## config.mk

```make
export PLATFORM = sky130hd
export DESIGN_NAME = weight_programmer_flat
export DESIGN_NICKNAME = d
export VERILOG_FILES = /design/src/rtl/ising_pkg.sv /design/src/rtl/weight_programmer_if.sv /design/src/rtl/coupling_weight_reg.sv /design/src/rtl/weight_programmer.sv /design/src/flat_wrapper.sv
export SDC_FILE = /design/constraint.sdc
export NUM_CORES = 1
export LEC_CHECK = 0
export BUFFER_PORTS_ARGS = -buffer_cell sky130_fd_sc_hd__clkbuf_2
export CAP_MARGIN = 20
export CORE_UTILIZATION = 30
export DETAILED_ROUTE_END_ITERATION = 8
export SLEW_MARGIN = 20
export SYNTH_ARGS = -nofsm -noshare
export SYNTH_HDL_FRONTEND = slang
export SYNTH_HIERARCHICAL = 1
export SYNTH_SLANG_ARGS = --single-unit
```

## constraint.sdc

```tcl
create_clock -name clk -period 3.2 [get_ports clk]
set_input_delay 0.16 -clock clk [delete_from_list [all_inputs] [get_ports clk]]
set_output_delay 0.16 -clock clk [all_outputs]
set_load 0.02 [all_outputs]
```

## src/rtl/ising_pkg.sv

```systemverilog
// Shared definitions for the oscillator array and its weight programmer.
package ising_pkg;

  typedef enum logic [1:0] {
    ST_IDLE   = 2'd0,
    ST_MIRROR = 2'd1,
    ST_CLEAR  = 2'd2,
    ST_RUN    = 2'd3
  } state_t;

  // Weight code that gives equal match/mismatch delay, i.e. zero coupling.
  function automatic int unsigned weight_mid(input int unsigned num_weights);
    return num_weights / 2;
  endfunction

  // Flat cell offset of (r,c) in an n-by-n array, in units of one weight field.
  function automatic int unsigned cell_idx(input int unsigned r, input int unsigned c,
                                           input int unsigned n);
    return r * n + c;
  endfunction

endpackage

```

## src/rtl/weight_programmer_if.sv

```systemverilog
// Valid/ready coupling-write port of the weight programmer.
interface weight_programmer_if #(
  parameter int unsigned N  = 8,
  parameter int unsigned WB = 3
);
  localparam int unsigned IW = $clog2(N);

  logic          wr_valid;
  logic          wr_ready;
  logic [IW-1:0] wr_row;
  logic [IW-1:0] wr_col;
  logic [WB-1:0] wr_weight;

  modport master (output wr_valid, wr_row, wr_col, wr_weight, input wr_ready);
  modport slave  (input wr_valid, wr_row, wr_col, wr_weight, output wr_ready);
endinterface

```

## src/rtl/coupling_weight_reg.sv

```systemverilog
// One cell's weight register: synchronous load-to-MID, otherwise write-enabled load.
module coupling_weight_reg #(
  parameter int unsigned    WB  = 3,
  parameter logic [WB-1:0] MID = '0
) (
  input  logic          clk,
  input  logic          rst,
  input  logic          load_mid,
  input  logic          we,
  input  logic [WB-1:0] d,
  output logic [WB-1:0] q
);

  // Reset and clear both restore zero coupling; clear takes priority over a write.
  always_ff @(posedge clk) begin
    if (rst || load_mid) q <= MID;
    else if (we)         q <= d;
  end

endmodule

```

## src/rtl/weight_programmer.sv

```systemverilog
// Register-backed weight source for the N x N oscillator array: symmetric
// writes, row-by-row bulk clear, and ownership of the oscillator reset.
module weight_programmer
  import ising_pkg::*;
#(
  parameter int unsigned N           = 8,
  parameter int unsigned NUM_WEIGHTS = 5
) (
  input  logic                                   clk,
  input  logic                                   rst,
  weight_programmer_if.slave                     wr,
  input  logic                                   clr_start,
  input  logic                                   run_start,
  input  logic                                   run_stop,
  output logic                                   busy,
  output logic                                   err,
  output logic                                   osc_rstn,
  output logic [N*N*$clog2(NUM_WEIGHTS)-1:0]     weights
);

  localparam int unsigned   WB       = $clog2(NUM_WEIGHTS);
  localparam int unsigned   IW       = $clog2(N);
  localparam logic [WB-1:0] MID      = WB'(weight_mid(NUM_WEIGHTS));
  localparam logic [IW-1:0] LAST_ROW = IW'(N - 1);

  state_t        state, state_nx;
  logic [IW-1:0] clr_row;
  logic [IW-1:0] mir_row, mir_col;
  logic [WB-1:0] mir_w;
  logic          wr_fire, wr_good, wr_bad;
  logic [WB-1:0] cell_d;

  // State register.
  always_ff @(posedge clk) begin
    if (rst) state <= ST_IDLE;
    else     state <= state_nx;
  end

  // Next-state logic; in IDLE clear beats run, run beats a write.
  always_comb begin
    state_nx = state;
    unique case (state)
      ST_IDLE: begin
        if (clr_start)    state_nx = ST_CLEAR;
        else if (run_start) state_nx = ST_RUN;
        else if (wr_good) state_nx = ST_MIRROR;
      end
      ST_MIRROR: state_nx = ST_IDLE;
      ST_CLEAR:  if (clr_row == LAST_ROW) state_nx = ST_IDLE;
      ST_RUN:    if (run_stop) state_nx = ST_IDLE;
      default:   state_nx = ST_IDLE;
    endcase
  end

  // State-decoded outputs and write qualification; ready depends on state only.
  always_comb begin
    wr.wr_ready = (state == ST_IDLE);
    busy        = (state == ST_MIRROR) || (state == ST_CLEAR);
    wr_fire     = (state == ST_IDLE) && wr.wr_valid && !clr_start && !run_start;
    wr_good     = wr_fire && (wr.wr_row != wr.wr_col) && (32'(wr.wr_weight) < NUM_WEIGHTS);
    wr_bad      = wr_fire && !wr_good;
    cell_d      = (state == ST_MIRROR) ? mir_w : wr.wr_weight;
  end

  // Row counter, mirror latch, sticky error and the registered oscillator reset.
  always_ff @(posedge clk) begin
    if (rst) begin
      clr_row  <= '0;
      mir_row  <= '0;
      mir_col  <= '0;
      mir_w    <= '0;
      err      <= 1'b0;
      osc_rstn <= 1'b0;
    end else begin
      osc_rstn <= (state_nx == ST_RUN);
      if (state == ST_IDLE && clr_start) begin
        clr_row <= '0;
        err     <= 1'b0;
      end else if (state == ST_CLEAR) begin
        clr_row <= (clr_row == LAST_ROW) ? '0 : clr_row + IW'(1);
      end
      if (wr_good) begin
        mir_row <= wr.wr_col;
        mir_col <= wr.wr_row;
        mir_w   <= wr.wr_weight;
      end
      if (wr_bad) err <= 1'b1;
    end
  end

  for (genvar r = 0; r < N; r++) begin : g_row
    for (genvar c = 0; c < N; c++) begin : g_col
      localparam int unsigned   IDX = cell_idx(r, c, N);
      localparam logic [IW-1:0] R   = IW'(r);
      localparam logic [IW-1:0] C   = IW'(c);
      logic we, clr;

      // Cell selected by the direct write in IDLE, the mirrored write, or its row's clear.
      always_comb begin
        we  = (wr_good && wr.wr_row == R && wr.wr_col == C) ||
              (state == ST_MIRROR && mir_row == R && mir_col == C);
        clr = (state == ST_CLEAR) && (clr_row == R);
      end

      coupling_weight_reg #(.WB(WB), .MID(MID)) u_reg (
        .clk      (clk),
        .rst      (rst),
        .load_mid (clr),
        .we       (we),
        .d        (cell_d),
        .q        (weights[IDX*WB +: WB])
      );
    end
  end

endmodule

```

## src/flat_wrapper.sv

```systemverilog
// flat-port wrapper written by rule: the top's interface ports become plain ports
module weight_programmer_flat import ising_pkg::*;
#(
  parameter int unsigned N           = 8,
  parameter int unsigned NUM_WEIGHTS = 5
)
  (clk, rst, clr_start, run_start, run_stop, busy, err, osc_rstn, weights, wr_wr_valid, wr_wr_row, wr_wr_col, wr_wr_weight, wr_wr_ready);
  weight_programmer_if #(.N(N), .WB((3))) wr_i ();
  input  logic clk;
  input  logic rst;
  input  logic clr_start;
  input  logic run_start;
  input  logic run_stop;
  output logic busy;
  output logic err;
  output logic osc_rstn;
  output logic [N*N*$clog2(NUM_WEIGHTS)-1:0] weights;
  input wire logic [$bits(wr_i.wr_valid)-1:0] wr_wr_valid;
  input wire logic [$bits(wr_i.wr_row)-1:0] wr_wr_row;
  input wire logic [$bits(wr_i.wr_col)-1:0] wr_wr_col;
  input wire logic [$bits(wr_i.wr_weight)-1:0] wr_wr_weight;
  output wire logic [$bits(wr_i.wr_ready)-1:0] wr_wr_ready;
  assign wr_i.wr_valid = wr_wr_valid;
  assign wr_i.wr_row = wr_wr_row;
  assign wr_i.wr_col = wr_wr_col;
  assign wr_i.wr_weight = wr_wr_weight;
  assign wr_wr_ready = wr_i.wr_ready;
  weight_programmer #(.N(N), .NUM_WEIGHTS(NUM_WEIGHTS)) u_core (.clk(clk), .rst(rst), .wr(wr_i), .clr_start(clr_start), .run_start(run_start), .run_stop(run_stop), .busy(busy), .err(err), .osc_rstn(osc_rstn), .weights(weights));
endmodule
```

==> results of run 1 <==
metrics by stage:
step | std cells | worst slack, ns | area [sq um]
2_1_floorplan | 912 | 0.791 | 8690
3_3_place_gp | 1547 | 0.579 | 10600
5_1_grt | 1593 | 0.317 | 11400
3_5_place_dp | 1547 | 0.501 | 10600
6_report | 1593 | 0.437 | 11400
4_1_cts | 1593 | 0.454 | 11400
metal layers:
layer  vias to the layer above  global-route usage (%)  share of wire (%)
met1                      3617                    23.9                 45
met2                       254                    29.7                 45
met4                         0                    6.46                2.9
li1                       3801                       -                  -
met3                        54                    4.99                7.7
met5                         -                       0                  0
worst paths after layout:
check | slack [ns] | to | depth (start not counted)
max | 0.44 | u_core/g_row[6].g_col[0].u_reg/q[0] | 8
min | 0.03 | u_core/mir_col[2] | 3
max reg2reg | 0.44 | u_core/g_row[6].g_col[0].u_reg/q[0] | 8
min reg2reg | 0.47 | u_core/g_row[1].g_col[7].u_reg/q[1] | 2
power groups by stage:
stage	Sequential, mW	Clock [mW]	Combinational, mW
final	2.61	2.71	0.346
after global routing	2.61	2.88	0.374
after CTS	2.61	2.79	0.348
after detailed placement	2.67	0	0.344
after global placement	2.67	0	0.342
after floorplan	2.67	0	0.183
critical path, delay by kind of cell (launching register included):
family / cells / cell delay [ns]
AOI/OAI and AO/OA: 2 / 0.99
adders and majority gates: 1 / 0.19
buffers and inverters: 1 / 0.11
DFF: 1 / 0.35
muxes: 1 / 0.27
and+or+nand+nor: 3 / 0.71
layout by cell type, fill, tap and decap left out, types with 4 or more instances in the layout:
| master | synthesis | final |
|---|---|---|
| nand2_1 | 119 | 119 |
| mux2i_1 | 204 | 204 |
| o22ai_1 | 7 | 7 |
| ha_1 | 11 | 11 |
| clkbuf_8 | 0 | 8 |
| nor3b_1 | 5 | 5 |
| nor2b_1 | 5 | 5 |
| nor3_1 | 137 | 137 |
| inv_1 | 11 | 11 |
| dfxtp_1 | 208 | 208 |
| o21ai_0 | 52 | 52 |
| clkbuf_2 | 0 | 209 |
| and2_1 | 7 | 7 |
| buf_4 | 1 | 62 |
| nand2b_1 | 4 | 4 |
| nand3_1 | 5 | 5 |
| and3_1 | 4 | 4 |
| nor2_1 | 88 | 88 |
| clkinv_2 | 0 | 5 |
| clkbuf_16 | 0 | 25 |
| nand3b_1 | 6 | 6 |
synthesized netlist by cell type:
cell / instances / area, sq um
buf_6: 3 / 33.8
buf_4: 1 / 7.51
nor3_1: 137 / 686
and3_1: 4 / 25.0
mux2_2: 3 / 33.8
dfxtp_1: 208 / 4160
xor2_1: 3 / 26.3
nor2b_1: 5 / 31.3
o311a_1: 1 / 10.0
nand4_1: 1 / 6.26
or3_1: 1 / 6.26
nand2b_1: 4 / 25.0
inv_1: 11 / 41.3
a22oi_1: 1 / 7.51
or3b_2: 1 / 8.76
nor3b_1: 5 / 37.5
a211oi_1: 1 / 7.51
nand4b_1: 1 / 8.76
and3b_1: 3 / 26.3
and2_1: 7 / 43.8
nand3_1: 5 / 25.0
o22ai_1: 7 / 43.8
mux2i_1: 204 / 2040
nand3b_1: 6 / 45.0
o31ai_1: 2 / 15.0
o21ai_0: 52 / 260
or2_2: 2 / 12.5
nor2_1: 88 / 330
buf_1: 3 / 11.3
clkbuf_1: 7 / 26.3
and4bb_2: 1 / 12.5
buf_2: 3 / 15.0
a221oi_4: 1 / 26.3
nand2_1: 119 / 447
ha_1: 11 / 138
cell type report:
type,count,area (sq um),share of cell area (%)
Tap cell,378,473,4.13
Clock inverter,7,40.0,0.350
Inverter,11,41.3,0.361
Timing Repair Buffer,277,1590,13.9
Multi-Input combinational cell,676,4390,38.3
Clock buffer,36,747,6.53
Sequential cell,208,4160,36.4
repair_timing:
action / 4_1_cts / 5_1_grt
hold buffers: 3 / 0
hold endpoints to repair: 3 / 0
gates resized for setup: 0 / 0
sequential cells by signal, summed over array words and instances (netlist names):
| register | count |
|---|---|
| u_core/clr_row | 3 |
| u_core/err | 1 |
| u_core/g_row.g_col.u_reg/q | 192 |
| u_core/mir_col | 3 |
| u_core/mir_row | 3 |
| u_core/mir_w | 3 |
| u_core/osc_rstn | 1 |
| u_core/state | 2 |
cells by family after synthesis:
family	after synthesis	synth area share [%]
simple gates	390	20.5
flops	208	47.9
mux	207	23.9
compound gates	65	4.26
buf+inv	28	1.56
fa+ha+maj	11	1.58
xor+xnor	3	0.303
==> flow_metrics.env, run 1 <==
export IMPL_crit_start="u_core/state[0]"
export IMPL_p_leak_nw=4.37
export IMPL_seq_power_share_pct=46.1
export IMPL_p_comb_share_pct=6.1
export IMPL_grt_antenna_before_repair=0
export IMPL_grt_pass1_vias=7315
export IMPL_max_freq_mhz=362
export IMPL_grt_pass1_wl_um=42500
export IMPL_ir_drop_mv=0.326
export IMPL_drc=0
export IMPL_critical_path_max_stage_delay_ns=0.50
export IMPL_wl_per_cell_um=17.8
export IMPL_postRouteAntennaNets=0
export IMPL_root_buffer="clkbuf_16"
export IMPL_rr_startpoint="u_core/state[0]"
export IMPL_rows=61
export IMPL_maxCapViolations=0
export IMPL_gp_congestion=0.817
export IMPL_crit_type="reg2reg"
export IMPL_dpl_hpwl_um=19000
export IMPL_switching_share_pct=24.1
export IMPL_crit_required_ns=3.56
export IMPL_clock_sinks=208
export IMPL_fin_nets=1224
export IMPL_core_region_area_sq_um=28200
export IMPL_io_pins=211
export IMPL_port_buffers=210
export IMPL_netlist_instances=912
export IMPL_hold_class="in2reg"
export IMPL_crit_fanout=10
export IMPL_whs_ns=0.0275
export IMPL_setup_tns_final_ns=0
export IMPL_syn_area_per_cell_sq_um=9.52
export IMPL_die_w_um=172
export IMPL_ys_types=35
export IMPL_vias=7726
export IMPL_slew_viol_final=0
export IMPL_cts_tree="built"
export IMPL_hold_viol=0
export IMPL_die_h_um=172
export IMPL_seq_area_frac_synth_pct=47.9
export IMPL_drt_total_wl_um=28400
export IMPL_drive_gt1_share_pct=26.5
export IMPL_syn2layout_area_growth_pct=31.8
export IMPL_via_per_inst=4.85
export IMPL_yosysWarnings=6
export IMPL_crit_path_end_kind="flip-flop"
export IMPL_drtIter0Drc=521
export IMPL_cellPowerDensity_nw_per_um2=495
export IMPL_p_sw_mw=1.36
export IMPL_max_slew_margin_rel_pct=36.4
export IMPL_final_util_pct=40.6
export IMPL_nFillCells=2821
export IMPL_n_antenna_cell=0
export IMPL_slowest_stage="o22ai_1"
export IMPL_start_util_pct=30.8
export IMPL_outcome="completed"
export IMPL_grt_overflow_total=0
export IMPL_hp_start="wr_wr_row[2]"
export IMPL_cp_start_kind="flip-flop"
export IMPL_grt_start_max_net_pins=102
export IMPL_syn_nets=938
export IMPL_post_cts_setup_buffers=0
export IMPL_power_mw=5.67
export IMPL_post_route_period_util_pct=86.3
export IMPL_synth_area_sq_um=8690
export IMPL_ys_ff_latch=208
export IMPL_clkPwrFrac_pct=47.8
export IMPL_worst_pin_slew_ns=0.954
export IMPL_die_area_sq_um=29600
export IMPL_clk_pin_slew_ns=0.06
export IMPL_fin_worst_skew_ns=0.00505
export IMPL_crit_chain="inv_1 > ha_1 > and4bb_2 > o311a_1 > nand4b_1 > o22ai_1 > mux2i_1 > nor3_1"
export IMPL_rsz0062_at_grt="no"
export IMPL_htree_levels=1
export IMPL_insertion_delay_ns=0.52
export IMPL_final_setup_viol_count=0
export IMPL_worstPathArrival_ns=3.12
export IMPL_layout_min_cycle_time_ns=2.76
export IMPL_numCtsBuffers=24
export IMPL_track_usage_pct=18.6
export IMPL_cts_buffer_depth=3
export IMPL_p_int_mw=4.30
export IMPL_firstDrtPassIters=5
Power figures use the tool's default switching activity.
==> run 2, diff against run 1 <==
Settings changed: SLEW_MARGIN 20 to unset.
Clock period 3.2 ns to 2.6 ns, I/O delays scaled along.
==> run 2 against run 1 <==
  * Non-clock buffer count increased by 28
  * Clock power up 25%
  * Setup slack worse by 0.27 ns
  * Combinational power rose by 28%
  * Sequential share of layout area down 0.81 points
  * Sequential power up 23%
  * Register-to-register slack got worse by 0.27 ns
  * Global-route usage shrank 0.23 points
  * Final cell count rose by 1.7%
  * First-iteration DRC count rose by 7.9%
  * Critical path type unchanged
  * Largest power group unchanged
==> flow_metrics.env, run 2 (synthesis results as in run 1) <==
export IMPL_outcome="completed"
export IMPL_grt_start_max_net_pins=71
export IMPL_dp_cells=1569
export IMPL_drt_total_wl_um=28000
export IMPL_critical_path_max_stage_delay_ns=0.43
export IMPL_largest_reg_flops=192
export IMPL_path_buf_inv=2
export IMPL_final_util_pct=41.6
export IMPL_p_int_mw=5.37
export IMPL_critical_path_top_delay_family="compound AO/OA/AOI/OAI gates"
export IMPL_cts_tree="built"
export IMPL_wl_met3_um=1730
export IMPL_drc=0
export IMPL_firstDrtPassIters=5
export IMPL_core_region_area_sq_um=28200
export IMPL_crit_type="reg2reg"
export IMPL_die_h_um=172
export IMPL_route_met2_wl_um=12900
export IMPL_rsz0062_at_grt="yes"
export IMPL_crit_chain="inv_1 > ha_1 > and4bb_2 > o311a_1 > buf_4 > nand4b_1 > o22ai_1 > mux2i_1 > nand2_1"
export IMPL_vias=7731
export IMPL_dpl_hpwl_um=18900
export IMPL_finalInstanceArea_sq_um=11700
export IMPL_cp_start_kind="flip-flop"
export IMPL_crit_cells=9
export IMPL_insertion_delay_ns=0.53
export IMPL_slew_viol_final=0
export IMPL_cts_buffer_depth=3
export IMPL_clock_sinks=208
export IMPL_maxCapViolations=0
export IMPL_fin_ws_ns=0.166
export IMPL_switching_share_pct=23.8
export IMPL_track_usage_pct=18.3
export IMPL_grt_pass1_vias=7284
export IMPL_final_setup_viol_count=0
export IMPL_worstPathArrival_ns=2.85
export IMPL_fin_worst_skew_ns=0.0246
export IMPL_cellPowerDensity_nw_per_um2=602
export IMPL_start_util_pct=30.8
export IMPL_p_comb_share_pct=6.3
export IMPL_final_common_cell="clkbuf_2"
export IMPL_fin_nets=1252
export IMPL_drtIter0Drc=562
export IMPL_port_buffers=210
export IMPL_crit_fanout=9
export IMPL_slowest_stage="o22ai_1"
export IMPL_grt_overflow_total=0
export IMPL_numCtsBuffers=24
export IMPL_clk_pin_slew_ns=0.06
export IMPL_top_register="u_core/g_row.g_col.u_reg/q"
export IMPL_syn2layout_area_growth_pct=34.8
export IMPL_post_route_period_util_pct=93.6
export IMPL_ff2ff_path_depth=9
export IMPL_drive_gt1_share_pct=27.5
export IMPL_max_slew_margin_rel_pct=57.5
export IMPL_die_area_sq_um=29600
export IMPL_seq_power_share_pct=45.6
export IMPL_hold_viol=0
export IMPL_max_freq_mhz=411
export IMPL_highest_layer="met4"
export IMPL_final_cells=1620
export IMPL_p_sw_mw=1.68
export IMPL_crit_required_ns=3.02
export IMPL_postRouteAntennaNets=0
export IMPL_clkPwrFrac_pct=48.1
export IMPL_p_leak_nw=4.52
export IMPL_worst_pin_slew_ns=0.638
export IMPL_layout_common_cells="209 x clkbuf_2, 208 x dfxtp_1, 204 x mux2i_1"
export IMPL_rows=61
export IMPL_cts_resized=0
export IMPL_root_buffer="clkbuf_16"
export IMPL_pre_cts_ws_ns=0.176
export IMPL_via_per_inst=4.77
export IMPL_htree_levels=1
export IMPL_gp_congestion=0.819
export IMPL_wl_met1_um=12700
export IMPL_crit_path_end_kind="flip-flop"
export IMPL_io_pins=211
export IMPL_grt_antenna_before_repair=1
export IMPL_die_w_um=172
export IMPL_layout_min_cycle_time_ns=2.43
export IMPL_hold_class="in2reg"
export IMPL_place_area_sq_um=10800
export IMPL_grt_pass1_wl_um=41800
export IMPL_wl_per_cell_um=17.3
export IMPL_hold_depth=4
export IMPL_ir_drop_mv=0.405
-- run 2: path summary, 6_finish.rpt --
path | to | slack, ns | startpoint
max | u_core/g_row[6].g_col[3].u_reg/q[1] | 0.17 | u_core/state[0]
min | u_core/err | 0.02 | clr_start
max reg2reg | u_core/g_row[6].g_col[3].u_reg/q[1] | 0.17 | u_core/state[0]
min reg2reg | u_core/g_row[1].g_col[3].u_reg/q[1] | 0.47 | u_core/g_row[1].g_col[3].u_reg/q[1]
-- run 2: timing repair --
item	CTS	global route
hold buffers	9	0
endpoints found under the setup margin	0	2
buffers inserted	0	0
hold endpoints to repair	8	0
-- run 2: cell type report --
cell class | count | area, sq um
Fill cell | 2820 | 16500
Multi-Input combinational cell | 676 | 4390
Sequential cell | 208 | 4160
Timing Repair Buffer | 305 | 1840
Clock buffer | 33 | 684
Tap cell | 378 | 473
Clock inverter | 8 | 110
Inverter | 11 | 41.3
Antenna cell | 1 | 2.50
-- run 2: per-stage QoR --
stage               total power, mW   TNS, ns  hold WS, ns
floorplan                      3.51         0        0.197
global placement               3.72         0        0.397
detailed placement             3.72         0        0.407
CTS                            7.13         0     0.000226
global route                   7.29  -0.00382       0.0437
finish                         7.05         0       0.0182
-- run 2: power by group through the flow --
stage	registers [mW]	clock network [mW]	logic (mW)
2_1_floorplan	3.29	0	0.225
3_3_place_gp	3.28	0	0.430
3_5_place_dp	3.29	0	0.431
4_1_cts	3.22	3.47	0.443
5_1_grt	3.22	3.59	0.482
6_report	3.22	3.39	0.444
-- run 2: layer usage --
layer  vias to the layer above  global-route usage (%)
met5                         -                       0
li1                       3851                       -
met1                      3622                    23.8
met3                        40                    4.17
met4                         0                    5.23
met2                       218                    30.2
-- run 2: tightest hold or removal path, stage by stage --
cell      delay, ns
clkbuf_2       0.12
nand2_1        0.09
a22oi_1        0.07
nor2_1         0.08
